### config.mk
export PLATFORM = sky130hd
export DESIGN_NAME = fetch_unit_flat
export DESIGN_NICKNAME = d
export VERILOG_FILES = /design/src/rtl/fetch_unit_if.sv /design/src/rtl/fetch_unit.sv /design/src/flat_wrapper.sv
export SDC_FILE = /design/constraint.sdc
export NUM_CORES = 1
export LEC_CHECK = 0
export BUFFER_PORTS_ARGS = -buffer_cell sky130_fd_sc_hd__buf_2
export CORE_MARGIN = 10
export CORE_UTILIZATION = 47
export CTS_BUF_LIST = sky130_fd_sc_hd__clkbuf_4 sky130_fd_sc_hd__clkbuf_8
export CTS_CLUSTER_DIAMETER = 80
export DETAILED_ROUTE_END_ITERATION = 10
export PLACE_DENSITY = 0.78
export SETUP_SLACK_MARGIN = 0.4
export SLEW_MARGIN = 20
export SYNTH_ARGS = -nofsm -noshare
export SYNTH_HDL_FRONTEND = slang
export SYNTH_SLANG_ARGS = --single-unit
### constraint.sdc
create_clock -name clk -period 2.5 [get_ports clk]
set_input_delay 0.625 -clock clk [delete_from_list [all_inputs] [get_ports clk]]
set_output_delay 0.625 -clock clk [all_outputs]
set_load 0.005 [all_outputs]
### src/rtl/fetch_unit_if.sv
// ----------------------------------------------------------------------------
// fetch_unit_if
// Bundles the two buses owned by the fetch unit:
//   - instruction-memory request bus (imem_rd/imem_addr out, imem_data/
//     imem_done/imem_err back)
//   - IF/ID pipeline-register write bus (ifid_en, instr_out, pc_current_out,
//     pc_plus_two_out, err_out)
// Modports:
//   master : the fetch unit (drives requests and the IF/ID write bus)
//   slave  : memory / IF/ID side (drives memory responses)
// ----------------------------------------------------------------------------
interface fetch_unit_if;
    logic        imem_rd;
    logic [15:0] imem_addr;
    logic [15:0] imem_data;
    logic        imem_done;
    logic        imem_err;
    logic        ifid_en;
    logic [15:0] instr_out;
    logic [15:0] pc_current_out;
    logic [15:0] pc_plus_two_out;
    logic        err_out;

    modport master (
        output imem_rd, imem_addr, ifid_en, instr_out, pc_current_out,
               pc_plus_two_out, err_out,
        input  imem_data, imem_done, imem_err
    );

    modport slave (
        input  imem_rd, imem_addr, ifid_en, instr_out, pc_current_out,
               pc_plus_two_out, err_out,
        output imem_data, imem_done, imem_err
    );
endinterface

### src/rtl/fetch_unit.sv
// ----------------------------------------------------------------------------
// fetch_unit
// Writer side of the IF/ID pipeline register. Owns the PC, runs the
// instruction-memory request handshake and presents instr/pc/pc+2/err to
// IF/ID together with a write enable. Handles decode stall, redirects from
// later stages, HALT (opcode 5'b00000) and memory errors.
// Ports:
//   clk, rst_n      clock, asynchronous active-low reset
//   stall_in        IF/ID must hold this cycle
//   redirect_valid  redirect request, redirect_pc is the new PC
//   bus (master)    imem request/response and IF/ID write bus
// Optional feature:
//   FETCH_ALIGN_CHECK_EN  when defined, an odd PC in FETCH issues no request
//                         and delivers err_out=1 / NOP, then halts.
// ----------------------------------------------------------------------------
module fetch_unit #(
    parameter logic [15:0] RESET_PC  = 16'h0000,
    parameter logic [15:0] NOP_INSTR = 16'h0800
) (
    input  logic         clk,
    input  logic         rst_n,
    input  logic         stall_in,
    input  logic         redirect_valid,
    input  logic [15:0]  redirect_pc,
    fetch_unit_if.master bus
);

    typedef enum logic [2:0] {
        ST_FETCH  = 3'd0,
        ST_WAIT   = 3'd1,
        ST_SQUASH = 3'd2,
        ST_HOLD   = 3'd3,
        ST_HALTED = 3'd4
    } state_t;

    state_t      state_r, state_nxt_s, state_base_s;
    logic [15:0] pc_r, pc_nxt_s, pc_base_s;
    logic [15:0] sq_addr_r, sq_addr_nxt_s;
    logic [15:0] buf_instr_r, buf_instr_nxt_s;
    logic        buf_err_r, buf_err_nxt_s;
    logic        buf_halt_r, buf_halt_nxt_s;

    logic        req_s;
    logic [15:0] addr_s;
    logic        have_s;
    logic [15:0] del_instr_s;
    logic        del_err_s;
    logic        del_halt_s;
    logic        en_base_s;
    logic        ifid_en_s;
    logic [15:0] instr_s;
    logic        err_s;
    logic        misalign_s;

`ifdef FETCH_ALIGN_CHECK_EN
    assign misalign_s = pc_r[0];
`else
    assign misalign_s = 1'b0;
`endif

    // Next-state, request and IF/ID write decode; redirect overrides the base decision.
    always_comb begin
        state_base_s    = state_r;
        pc_base_s       = pc_r;
        en_base_s       = 1'b0;
        buf_instr_nxt_s = buf_instr_r;
        buf_err_nxt_s   = buf_err_r;
        buf_halt_nxt_s  = buf_halt_r;
        req_s           = 1'b0;
        addr_s          = pc_r;
        have_s          = 1'b0;
        del_instr_s     = NOP_INSTR;
        del_err_s       = 1'b0;
        del_halt_s      = 1'b0;
        instr_s         = NOP_INSTR;
        err_s           = 1'b0;

        case (state_r)
            ST_FETCH, ST_WAIT: begin
                if ((state_r == ST_FETCH) && misalign_s) begin
                    // Misaligned PC: no memory access, fault is delivered directly.
                    have_s     = 1'b1;
                    del_err_s  = 1'b1;
                    del_halt_s = 1'b1;
                end else begin
                    req_s = 1'b1;
                    if (bus.imem_done) begin
                        have_s      = 1'b1;
                        del_err_s   = bus.imem_err;
                        del_instr_s = bus.imem_err ? NOP_INSTR : bus.imem_data;
                        del_halt_s  = bus.imem_err | (bus.imem_data[15:11] == 5'b00000);
                    end else begin
                        have_s = 1'b0;
                    end
                end
                instr_s = del_instr_s;
                err_s   = del_err_s;
                if (have_s && !stall_in) begin
                    en_base_s    = 1'b1;
                    pc_base_s    = pc_r + 16'd2;
                    state_base_s = del_halt_s ? ST_HALTED : ST_FETCH;
                end else if (have_s) begin
                    // Decode is stalled: park the fetched word until it can be written.
                    buf_instr_nxt_s = del_instr_s;
                    buf_err_nxt_s   = del_err_s;
                    buf_halt_nxt_s  = del_halt_s;
                    state_base_s    = ST_HOLD;
                end else begin
                    state_base_s = ST_WAIT;
                end
            end
            ST_HOLD: begin
                instr_s = buf_instr_r;
                err_s   = buf_err_r;
                if (!stall_in) begin
                    en_base_s    = 1'b1;
                    pc_base_s    = pc_r + 16'd2;
                    state_base_s = buf_halt_r ? ST_HALTED : ST_FETCH;
                end else begin
                    state_base_s = ST_HOLD;
                end
            end
            ST_SQUASH: begin
                // The stale request cannot be withdrawn; wait it out and drop its data.
                req_s        = 1'b1;
                addr_s       = sq_addr_r;
                state_base_s = bus.imem_done ? ST_FETCH : ST_SQUASH;
            end
            ST_HALTED: begin
                state_base_s = ST_HALTED;
            end
            default: begin
                state_base_s = ST_FETCH;
            end
        endcase

        if (redirect_valid) begin
            ifid_en_s     = 1'b0;
            pc_nxt_s      = redirect_pc;
            state_nxt_s   = (req_s && !bus.imem_done) ? ST_SQUASH : ST_FETCH;
            sq_addr_nxt_s = addr_s;
        end else begin
            ifid_en_s     = en_base_s;
            pc_nxt_s      = pc_base_s;
            state_nxt_s   = state_base_s;
            sq_addr_nxt_s = sq_addr_r;
        end
    end

    // State, PC, squash address and stall buffer registers.
    always_ff @(posedge clk or negedge rst_n) begin
        if (!rst_n) begin
            state_r     <= ST_FETCH;
            pc_r        <= RESET_PC;
            sq_addr_r   <= RESET_PC;
            buf_instr_r <= NOP_INSTR;
            buf_err_r   <= 1'b0;
            buf_halt_r  <= 1'b0;
        end else begin
            state_r     <= state_nxt_s;
            pc_r        <= pc_nxt_s;
            sq_addr_r   <= sq_addr_nxt_s;
            buf_instr_r <= buf_instr_nxt_s;
            buf_err_r   <= buf_err_nxt_s;
            buf_halt_r  <= buf_halt_nxt_s;
        end
    end

    // Same-cycle hits require combinational delivery; rst_n gating drops a
    // pending request and any write the instant reset asserts.
    assign bus.imem_rd         = req_s & rst_n;
    assign bus.imem_addr       = addr_s;
    assign bus.ifid_en         = ifid_en_s & rst_n;
    assign bus.instr_out       = rst_n ? instr_s : NOP_INSTR;
    assign bus.err_out         = err_s & rst_n;
    assign bus.pc_current_out  = pc_r;
    assign bus.pc_plus_two_out = pc_r + 16'd2;

endmodule
### src/flat_wrapper.sv
// flat-port wrapper written by rule: the top's interface ports become plain ports
module fetch_unit_flat 
#(
    parameter logic [15:0] RESET_PC  = 16'h0000,
    parameter logic [15:0] NOP_INSTR = 16'h0800
)
  (clk, rst_n, stall_in, redirect_valid, redirect_pc, bus_imem_rd, bus_imem_addr, bus_ifid_en, bus_instr_out, bus_pc_current_out, bus_pc_plus_two_out, bus_err_out, bus_imem_data, bus_imem_done, bus_imem_err);
  fetch_unit_if bus_i ();
  input  logic clk;
  input  logic rst_n;
  input  logic stall_in;
  input  logic redirect_valid;
  input  logic [15:0] redirect_pc;
  output wire logic [$bits(bus_i.imem_rd)-1:0] bus_imem_rd;
  output wire logic [$bits(bus_i.imem_addr)-1:0] bus_imem_addr;
  output wire logic [$bits(bus_i.ifid_en)-1:0] bus_ifid_en;
  output wire logic [$bits(bus_i.instr_out)-1:0] bus_instr_out;
  output wire logic [$bits(bus_i.pc_current_out)-1:0] bus_pc_current_out;
  output wire logic [$bits(bus_i.pc_plus_two_out)-1:0] bus_pc_plus_two_out;
  output wire logic [$bits(bus_i.err_out)-1:0] bus_err_out;
  input wire logic [$bits(bus_i.imem_data)-1:0] bus_imem_data;
  input wire logic [$bits(bus_i.imem_done)-1:0] bus_imem_done;
  input wire logic [$bits(bus_i.imem_err)-1:0] bus_imem_err;
  assign bus_imem_rd = bus_i.imem_rd;
  assign bus_imem_addr = bus_i.imem_addr;
  assign bus_ifid_en = bus_i.ifid_en;
  assign bus_instr_out = bus_i.instr_out;
  assign bus_pc_current_out = bus_i.pc_current_out;
  assign bus_pc_plus_two_out = bus_i.pc_plus_two_out;
  assign bus_err_out = bus_i.err_out;
  assign bus_i.imem_data = bus_imem_data;
  assign bus_i.imem_done = bus_imem_done;
  assign bus_i.imem_err = bus_imem_err;
  fetch_unit #(.RESET_PC(RESET_PC), .NOP_INSTR(NOP_INSTR)) u_core (.clk(clk), .rst_n(rst_n), .stall_in(stall_in), .redirect_valid(redirect_valid), .redirect_pc(redirect_pc), .bus(bus_i));
endmodule
Yosys cells after proc, flatten, opt, wreduce, memory -nomap -nowiden:

Index checks and enable logic that the tools add are counted.

* register bits: 53
* input port bits: 38
* output and inout bits: 67
* logic and storage cells: 58

* add/sub/neg operators: 1
* equality and inequality tests: 6
* multiplexer cells: 29
* bitwise logic cells: 5
* reduce and logical (&&, ||, !) cells: 11

Operator list (number)
* two-way mux 16 bit: 7
* case mux 16 bit (2 select lines): 2
* adder 16 x 2 -> 16 bit, second input constant: 1
* two-way mux 3 bit: 5
* case mux 3 bit (4 select lines): 1
* two-way mux 1 bit: 9
* equality test 3 x 2 -> 1 bit, second input constant: 2
* two-way mux 2 bit: 3
* AND reduction 3 bit: 2
* zero test 5 bit: 1
* case mux 1 bit (2 select lines): 2
* AND 1 bit: 3
* equality test 3 x 1 -> 1 bit, second input constant: 1
* equality test 3 bit, second input constant: 1
* zero test 3 bit: 1
* != test 3 x 2 -> 1 bit, second input constant: 1
* != test 3 bit, second input constant: 1
* nonzero test 3 bit: 1
* OR reduction 3 bit: 1
* logical AND 1 bit: 2
* zero test 1 bit: 2
* OR reduction 2 bit: 1
* inverter 1 bit: 1
* OR 1 bit: 1

Longest topological paths before layout:

Gate-level depths: netlist of run 1.

* depth after elaboration: 8
* gate-level depth with buffers: 6
* mapped depth without buffers: 5

Worst setup path after synthesis of run 1:

Ideal clock, no wire load.

* path type: input-to-output
* from: in bus_imem_done
* to: out bus_instr_out[4]
* arrival: 1899 ps
* setup slack: -24 ps
* cell stages on the path: 6
* buffers on the path: 2
* path through: clkbuf_1 > nand2b_1 > nor3_1 > clkbuf_1 > a22oi_1 > nor2b_1

* longest elaborated chain between the ends: 3

Ends and longest elaborated chain
* start: declaration: RTL line flat_wrapper.sv:22 `input wire logic [$bits(bus_i.imem_done)-1:0] bus_imem_done;`
* two-way mux 16 bit: RTL line fetch_unit.sv:87 `if (bus.imem_done) begin`
* case mux 16 bit (2 select lines): RTL line fetch_unit.sv:78 `case (state_r)`
* two-way mux 16 bit: RTL line fetch_unit.sv:174 `assign bus.instr_out = rst_n ? instr_s : NOP_INSTR;`
* end: declaration: RTL line flat_wrapper.sv:17 `output wire logic [$bits(bus_i.instr_out)-1:0] bus_instr_out;`

Every way passes these cells.

Final worst setup path of run 1:

* from: reg u_core.pc_r[2], in the netlist u_core.bus.pc_current_out[2]
* to: out bus_pc_plus_two_out[15]

* longest elaborated chain between the ends: 1

Ends and longest elaborated chain
* start: declaration: RTL line fetch_unit.sv:37 `logic [15:0] pc_r, pc_nxt_s, pc_base_s;`
* start signal: assignment: RTL line fetch_unit.sv:161 `pc_r <= pc_nxt_s;`
* adder 16 x 2 -> 16 bit: RTL line fetch_unit.sv:177 `assign bus.pc_plus_two_out = pc_r + 16'd2;`
* end: declaration: RTL line flat_wrapper.sv:19 `output wire logic [$bits(bus_i.pc_plus_two_out)-1:0] bus_pc_plus_two_out;`

Every way passes these cells.

==> impl_metrics.json, run 1 <==
{
  "place_ws_ns": 0.2081,
  "dieArea_um2": 10210,
  "syn-mean-instance-area_um2": 9.472,
  "final.period_utilization_pct": 100.4,
  "portBuffers": 104,
  "min_period_ns": 2.511,
  "fin_nets": 506,
  "core-area_um2": 6350,
  "synthDistinctLibCells": 43,
  "slew-limit-headroom_pct": 61.94,
  "initial_core_util_pct": 48.63,
  "slew_violations": 0,
  "power_density_nw_per_um2": 619.2,
  "die_w_um": 101.1,
  "ys_seq_area_share_pct": 42.99,
  "reg2reg_depth": 9,
  "fmax_mhz": 398.3,
  "critical_path_arrival_ns": 1.89,
  "fin_ws_ns": -0.01066,
  "rsz0062_at_grt": "true",
  "ant_nets": 0,
  "finalSetupTns_ns": -0.01157,
  "drc": 0,
  "drtPass1Iterations": 5,
  "detailed_place_hpwl_mm": 6.560,
  "synthTopCellsByArea": "dfrtp_1, mux2_2, nand2_1",
  "worst_setup_path_end_kind": "primary output",
  "ys_seq_elements": 53,
  "synth_top_area_cell": "dfrtp_1",
  "tightest_slew_ns": 0.5656,
  "track_usage_pct": 20.52,
  "hold_buffers": 0,
  "crit_type": "register to primary output",
  "grt_overflow": 0,
  "syn_to_final_growth_pct": 51.74,
  "cts.sinks": 53,
  "place_congestion": 0.8026,
  "cp_cell_sequence": "ha_4 -> nand4_4 -> or4_4 -> xnor2_2 -> buf_2",
  "grt_pass1_vias": 3228,
  "grt_max_degree": 31,
  "critPathMaxStageDelay_ns": 0.57,
  "cap_violations": 0,
  "synth_cells": 326,
  "critPathCapture": "bus_pc_plus_two_out[15]",
  "cp.required_ns": 1.88,
  "grt_pass1_wl_mm": 16.95,
  "cts_tree": "done",
  "fin_skew_ns": 0.009311,
  "startpoint_type": "register",
  "vias": 3177,
  "syn_nets": 365,
  "crit_start": "u_core.bus.pc_current_out[2]$_DFFE_PN0P_",
  "clockBufferDepth": 2,
  "final_cell_mix": "buf_2, nand2_1, dfrtp_1, buf_4, buf_6",
  "wl_per_cell_um": 20.74,
  "r2r_start": "u_core.state_r[0]$_DFF_PN0_",
  "cp_slowest_cell": "or4_4",
  "timing_hold_violations_final": 0,
  "htreeDepth": 2,
  "die_h_um": 101.1,
  "io_pins": 105,
  "clk_pin_slew_ns": 0.10,
  "r2r-end": "u_core.bus.pc_current_out[10]$_DFFE_PN0P_",
  "crit_fanout": 3,
  "syn_area_um2": 3088,
  "drive_above_1_share_pct": 54.49,
  "yosys_warnings": 0,
  "first_iter_violations": 275,
  "final_common_cell": "buf_2",
  "ff2ff_setup_slack_ns": 0.36,
  "leakage_nw": 2.109,
  "synth_top_area_share_pct": 42.14,
  "finalSetupViolations": 2,
  "routed_wl_mm": 11.33,
  "clk_latency_ns": 0.31,
  "cts_buffers": 5,
  "status": "finished with violations",
  "cts_root_buf": "clkbuf_8",
  "vias_per_cell": 5.819,
  "hp-class": "input pin to async pin",
  "placementRows": 29,
  "antenna_found_initial": 1,
  "vdd.ir_drop.worst_v": 0.0003749,
  "violations": "negative setup slack",
  "fillers": 420
}
## area by class of cell
cell class / instances / area (µm²) / area share, %
diodes: 1 / 2.502 / 0.05340
clock buffers: 7 / 90.09 / 1.923
clock inverters: 1 / 30.03 / 0.6409
inverters: 6 / 22.52 / 0.4806
multi-input cells: 242 / 1914 / 40.85
flip-flops and latches: 53 / 1341 / 28.62
well taps: 77 / 96.34 / 2.056
repair buffers: 159 / 1189 / 25.37
## report_power, final
| part | internal [W] | switching (W) | leakage, nW |
|---|---|---|---|
| logic | 0.000633 | 0.000489 | 1.40 |
| clock network | 0.000338 | 0.000296 | 0.0619 |
| registers | 0.00101 | 0.000134 | 0.642 |
## worst max-delay path, delay by kind of cell, from the launching register on
| kind | cells | cell delay (ns) |
|---|---|---|
| xor gates and xnor gates | 1 | 0.19 |
| buffers and inverters | 1 | 0.14 |
| DFF | 1 | 0.41 |
| and+or+nand+nor | 2 | 0.67 |
| adders and majority gates | 1 | 0.16 |
## synth_stat cells
master and number:
dfrtp_1 52, nand2_1 44, mux2_2 34, o21ai_0 29, nor2_1 19, clkbuf_1 17, nor2b_1 17, a22oi_1 15
xnor2_1 14, nor3_1 8, a31oi_1 6, buf_2 6, inv_1 6, xor2_1 6, nand3_1 5, nor4_1 5
a21oi_1 4, or3_1 4, nand2b_1 3, nor3b_1 3, a221o_1 2, buf_4 2, mux2i_1 2, nand4_4 2
o31ai_1 2, or4_1 2, a32oi_1 1, and3_1 1, dfstp_2 1, ha_1 1, nand2_2 1, nand4_1 1
nand4bb_1 1, o2111ai_1 1, o211ai_1 1, o21a_1 1, o41ai_1 1, or2_0 1, or2_2 1, or3b_1 1
or4_4 1, or4b_2 1, or4bb_1 1
## sequential cells by signal, summed over array words and instances, names as in the netlist
register                   flops
u_core.buf_err_r               1
u_core.buf_halt_r              1
u_core.buf_instr_r            16
u_core.bus.pc_current_out     16
u_core.sq_addr_r              16
u_core.state_r                 3
## worst min path at each step
stage,end,start,depth (start not counted)
after detailed placement,u_core.buf_instr_r[1]$_DFFE_PN0P_,u_core.buf_instr_r[1]$_DFFE_PN0P_,2
final,u_core.buf_instr_r[10]$_DFFE_PN0P_,rst_n,1
after floorplan,u_core.buf_err_r$_DFFE_PN0P_,rst_n,0
after global routing,u_core.buf_instr_r[10]$_DFFE_PN0P_,rst_n,1
after CTS,u_core.buf_instr_r[10]$_DFFE_PN0P_,rst_n,1
after global placement,u_core.buf_instr_r[1]$_DFFE_PN0P_,u_core.buf_instr_r[1]$_DFFE_PN0P_,2
## stage by stage
step,hold slack [ns],utilization [%],cell area (µm²),power [W],instances
floorplan,0.3294,-,3199,0.001561,326
global placement,0.4638,60.14,3819,0.001835,499
detailed placement,0.4716,60.14,3819,0.001869,499
CTS,0.1895,72.04,4574,0.002808,539
global route,0.1967,73.79,4686,0.003023,546
finish,0.1908,73.79,4686,0.002902,546
## repair_timing
item                       in CTS  in global routing
gates cloned                    3                  0
resized for setup              88                 16
pin swaps                      18                 10
buffers inserted               29                  6
setup endpoints to repair      46                 47
## cells by family (layout without fill, tap and decap cells)
group                    count (synthesis)  count (layout)  share of synthesized area, %
AO/OA/AOI/OAI                           63              63                         12.68
XOR/XNOR                                20              20                         5.673
adder cells (fa/ha/maj)                  1               1                        0.4051
buffers and inverters                   31             173                         4.254
flip-flops                              53              53                         42.99
multiplexers                            36              36                         13.05
other                                    0               1                             0
AND/OR/NAND/NOR                        122             122                         20.95
## layer usage
metal  vias up  part of all wire [%]  GRT usage, %
li1       1427                     -             -
met1      1548                    38         23.50
met2       168                    52         35.64
met3        34                   6.5         4.664
met4         0                   2.8         8.682
met5         -                     0             0
(Power assumes the default switching activity.)
==> inputs of run 2 (changes only) <==
Settings changed: CORE_UTILIZATION 47 to 46, CTS_BUF_LIST sky130_fd_sc_hd__clkbuf_4 sky130_fd_sc_hd__clkbuf_8 to not set, HOLD_SLACK_MARGIN set to 0.12, PLACE_DENSITY 0.78 to 0.77.
==> run 2 against run 1 <==
  * The flow now finishes without violations
  * Critical path depth is the same
  * Flip-flop and latch count is the same
  * Setup slack gained 0.027 ns
  * Sequential power is essentially flat
  * Sequential share of layout area shrank 0.96 points
  * Critical endpoint unchanged
  * Largest cell class unchanged
==> impl_metrics.json, run 2 (same netlist as run 1, synthesis figures left out) <==
{
  "syn_to_final_growth_pct": 57.13,
  "r2r-end": "u_core.bus.pc_current_out[8]$_DFFE_PN0P_",
  "io_pins": 105,
  "drc": 0,
  "cts_buffers": 5,
  "detailed_place_hpwl_mm": 6.500,
  "startpoint_type": "register",
  "seqPwrFrac_pct": 40.8,
  "final_common_cell": "buf_2",
  "grt_use_met3_pct": 3.914,
  "p_int_w": 0.001858,
  "antenna_found_initial": 0,
  "fin_ws_ns": 0.01653,
  "combPwrFrac_pct": 41.5,
  "fin_hold_ws_ns": 0.1937,
  "wl_per_cell_um": 20.35,
  "final.period_utilization_pct": 99.34,
  "core-area_um2": 6422,
  "switchingPower_w": 0.0009411,
  "grt_overflow": 0,
  "die_h_um": 101.9,
  "fmax_mhz": 402.7,
  "dieArea_um2": 10390,
  "htreeDepth": 2,
  "gr-max-usage-layer": "met2",
  "slew_violations": 0,
  "critical_path_arrival_ns": 1.86,
  "cts_root_buf": "clkbuf_8",
  "r2r_start": "u_core.state_r[2]$_DFF_PN0_",
  "power.switching_fraction_pct": 33.63,
  "grt_pass1_vias": 3011,
  "placementRows": 29,
  "fin_skew_ns": 0.01009,
  "reg2reg_depth": 7,
  "seqCellArea_um2": 1343,
  "hold_buffers": 0,
  "ff2ff_setup_slack_ns": 0.34,
  "final_cell_mix": "buf_2, nand2_1, dfrtp_1, buf_4, buf_6",
  "cp.required_ns": 1.88,
  "grt_max_degree": 37,
  "place_congestion": 0.8019,
  "slew-limit-headroom_pct": 68.51,
  "diodes": 0,
  "clk_latency_ns": 0.31,
  "fin_util_pct": 75.55,
  "portBuffers": 104,
  "track_usage_pct": 18.68,
  "ant_nets": 0,
  "drive_above_1_share_pct": 57.68,
  "status": "completed",
  "clk_pin_slew_ns": 0.10,
  "tightest_slew_ns": 0.4723,
  "power_density_nw_per_um2": 576.8,
  "grt_pass1_wl_mm": 15.72,
  "timing_hold_violations_final": 0,
  "routed_wl_mm": 11.23,
  "clockBufferDepth": 2,
  "hp-class": "input pin to async pin",
  "p_clk_share_pct": 17.7,
  "drtPass1Iterations": 7,
  "initial_core_util_pct": 48.08,
  "fin_nets": 513,
  "multi_input_area_um2": 2037,
  "cap_violations": 0,
  "die_w_um": 101.9,
  "worst_setup_path_end_kind": "primary output",
  "grt_util_met1_pct": 22.66,
  "rsz0062_at_grt": "true",
  "first_iter_violations": 265,
  "place_ws_ns": 0.2354,
  "crit_type": "register to primary output",
  "fillers": 378,
  "cts_tree": "done",
  "grt_util_met2_pct": 32.21,
  "vias": 3233,
  "min_period_ns": 2.483,
  "finalSetupViolations": 0,
  "cts.sinks": 53,
  "vias_per_cell": 5.857,
  "leakage_nw": 2.186,
  "vdd.ir_drop.worst_v": 0.0004043,
  "crit_fanout": 4
}
==> run 2: cell count changes in the layout (fill, tap and decap cells not counted), sizes merged <==
cell,previous run,this run
bufinv,1,0
clkinvlp,0,1
diode,1,0
clkbuf,7,5
buf,159,166
clkinv,0,2
==> run 2: cell type report <==
cell class | instances | share of cell area (%)
Tap cell | 77 | 1.986
Timing Repair Buffer | 166 | 26.12
Sequential cell | 53 | 27.67
Clock inverter | 3 | 0.3610
Inverter | 6 | 0.4642
Multi-Input combinational cell | 242 | 41.98
Clock buffer | 5 | 1.418
==> run 2: metal layers <==
| layer | share of wire (%) | routed length [µm] | vias to the layer above |
|---|---|---|---|
| li1 | - | - | 1442 |
| met1 | 39 | 4359 | 1603 |
| met2 | 52 | 5836 | 160 |
| met3 | 7.0 | 785 | 28 |
| met4 | 2.2 | 252 | 0 |
| met5 | 0 | 0 | - |
==> run 2: worst max-delay path, stage by stage (launching register included) <==
cell	delay, ns
dfrtp_2	0.42
ha_4	0.16
nand4_4	0.11
or4_4	0.58
xnor2_2	0.14
buf_2	0.13
==> run 2: worst max path at each step <==
stage	start	to	slack [ns]	cells after the start
final	u_core.bus.pc_current_out[2]$_DFFE_PN0P_	bus_pc_plus_two_out[15]	0.02	5
after global routing	u_core.bus.pc_current_out[2]$_DFFE_PN0P_	bus_pc_plus_two_out[13]	-0.05	8
after CTS	u_core.bus.pc_current_out[2]$_DFFE_PN0P_	bus_pc_plus_two_out[15]	0.02	5
after detailed placement	u_core.bus.pc_current_out[2]$_DFFE_PN0P_	bus_pc_plus_two_out[15]	0.24	5
after global placement	bus_imem_err	bus_instr_out[2]	0.27	7
after floorplan	stall_in	bus_ifid_en	0.36	5
==> run 2: stage by stage <==
step,total power [W],cells,cell area (µm²),TNS [ns]
global route,0.002939,552,4852,-0.09736
finish,0.002799,552,4852,0
detailed placement,0.001882,499,3831,0
CTS,0.002572,535,4385,0
global placement,0.001849,499,3831,0
floorplan,0.001561,326,3199,0
==> run 2: power by group through the flow <==
stage | sequential [W] | clock [W] | combinational [W]
6_report | 0.00114 | 0.000495 | 0.00116
2_1_floorplan | 0.00110 | 0 | 0.000458
4_1_cts | 0.00112 | 0.000509 | 0.000940
3_5_place_dp | 0.00114 | 0 | 0.000737
5_1_grt | 0.00116 | 0.000541 | 0.00124
3_3_place_gp | 0.00113 | 0 | 0.000717
==> run 2: what timing repair did <==
action                     in CTS  in global routing
cloned                          3                  0
setup endpoints to repair      45                 48
resized for setup              60                 64
buffers inserted               25                 17
pin swaps                      11                 28
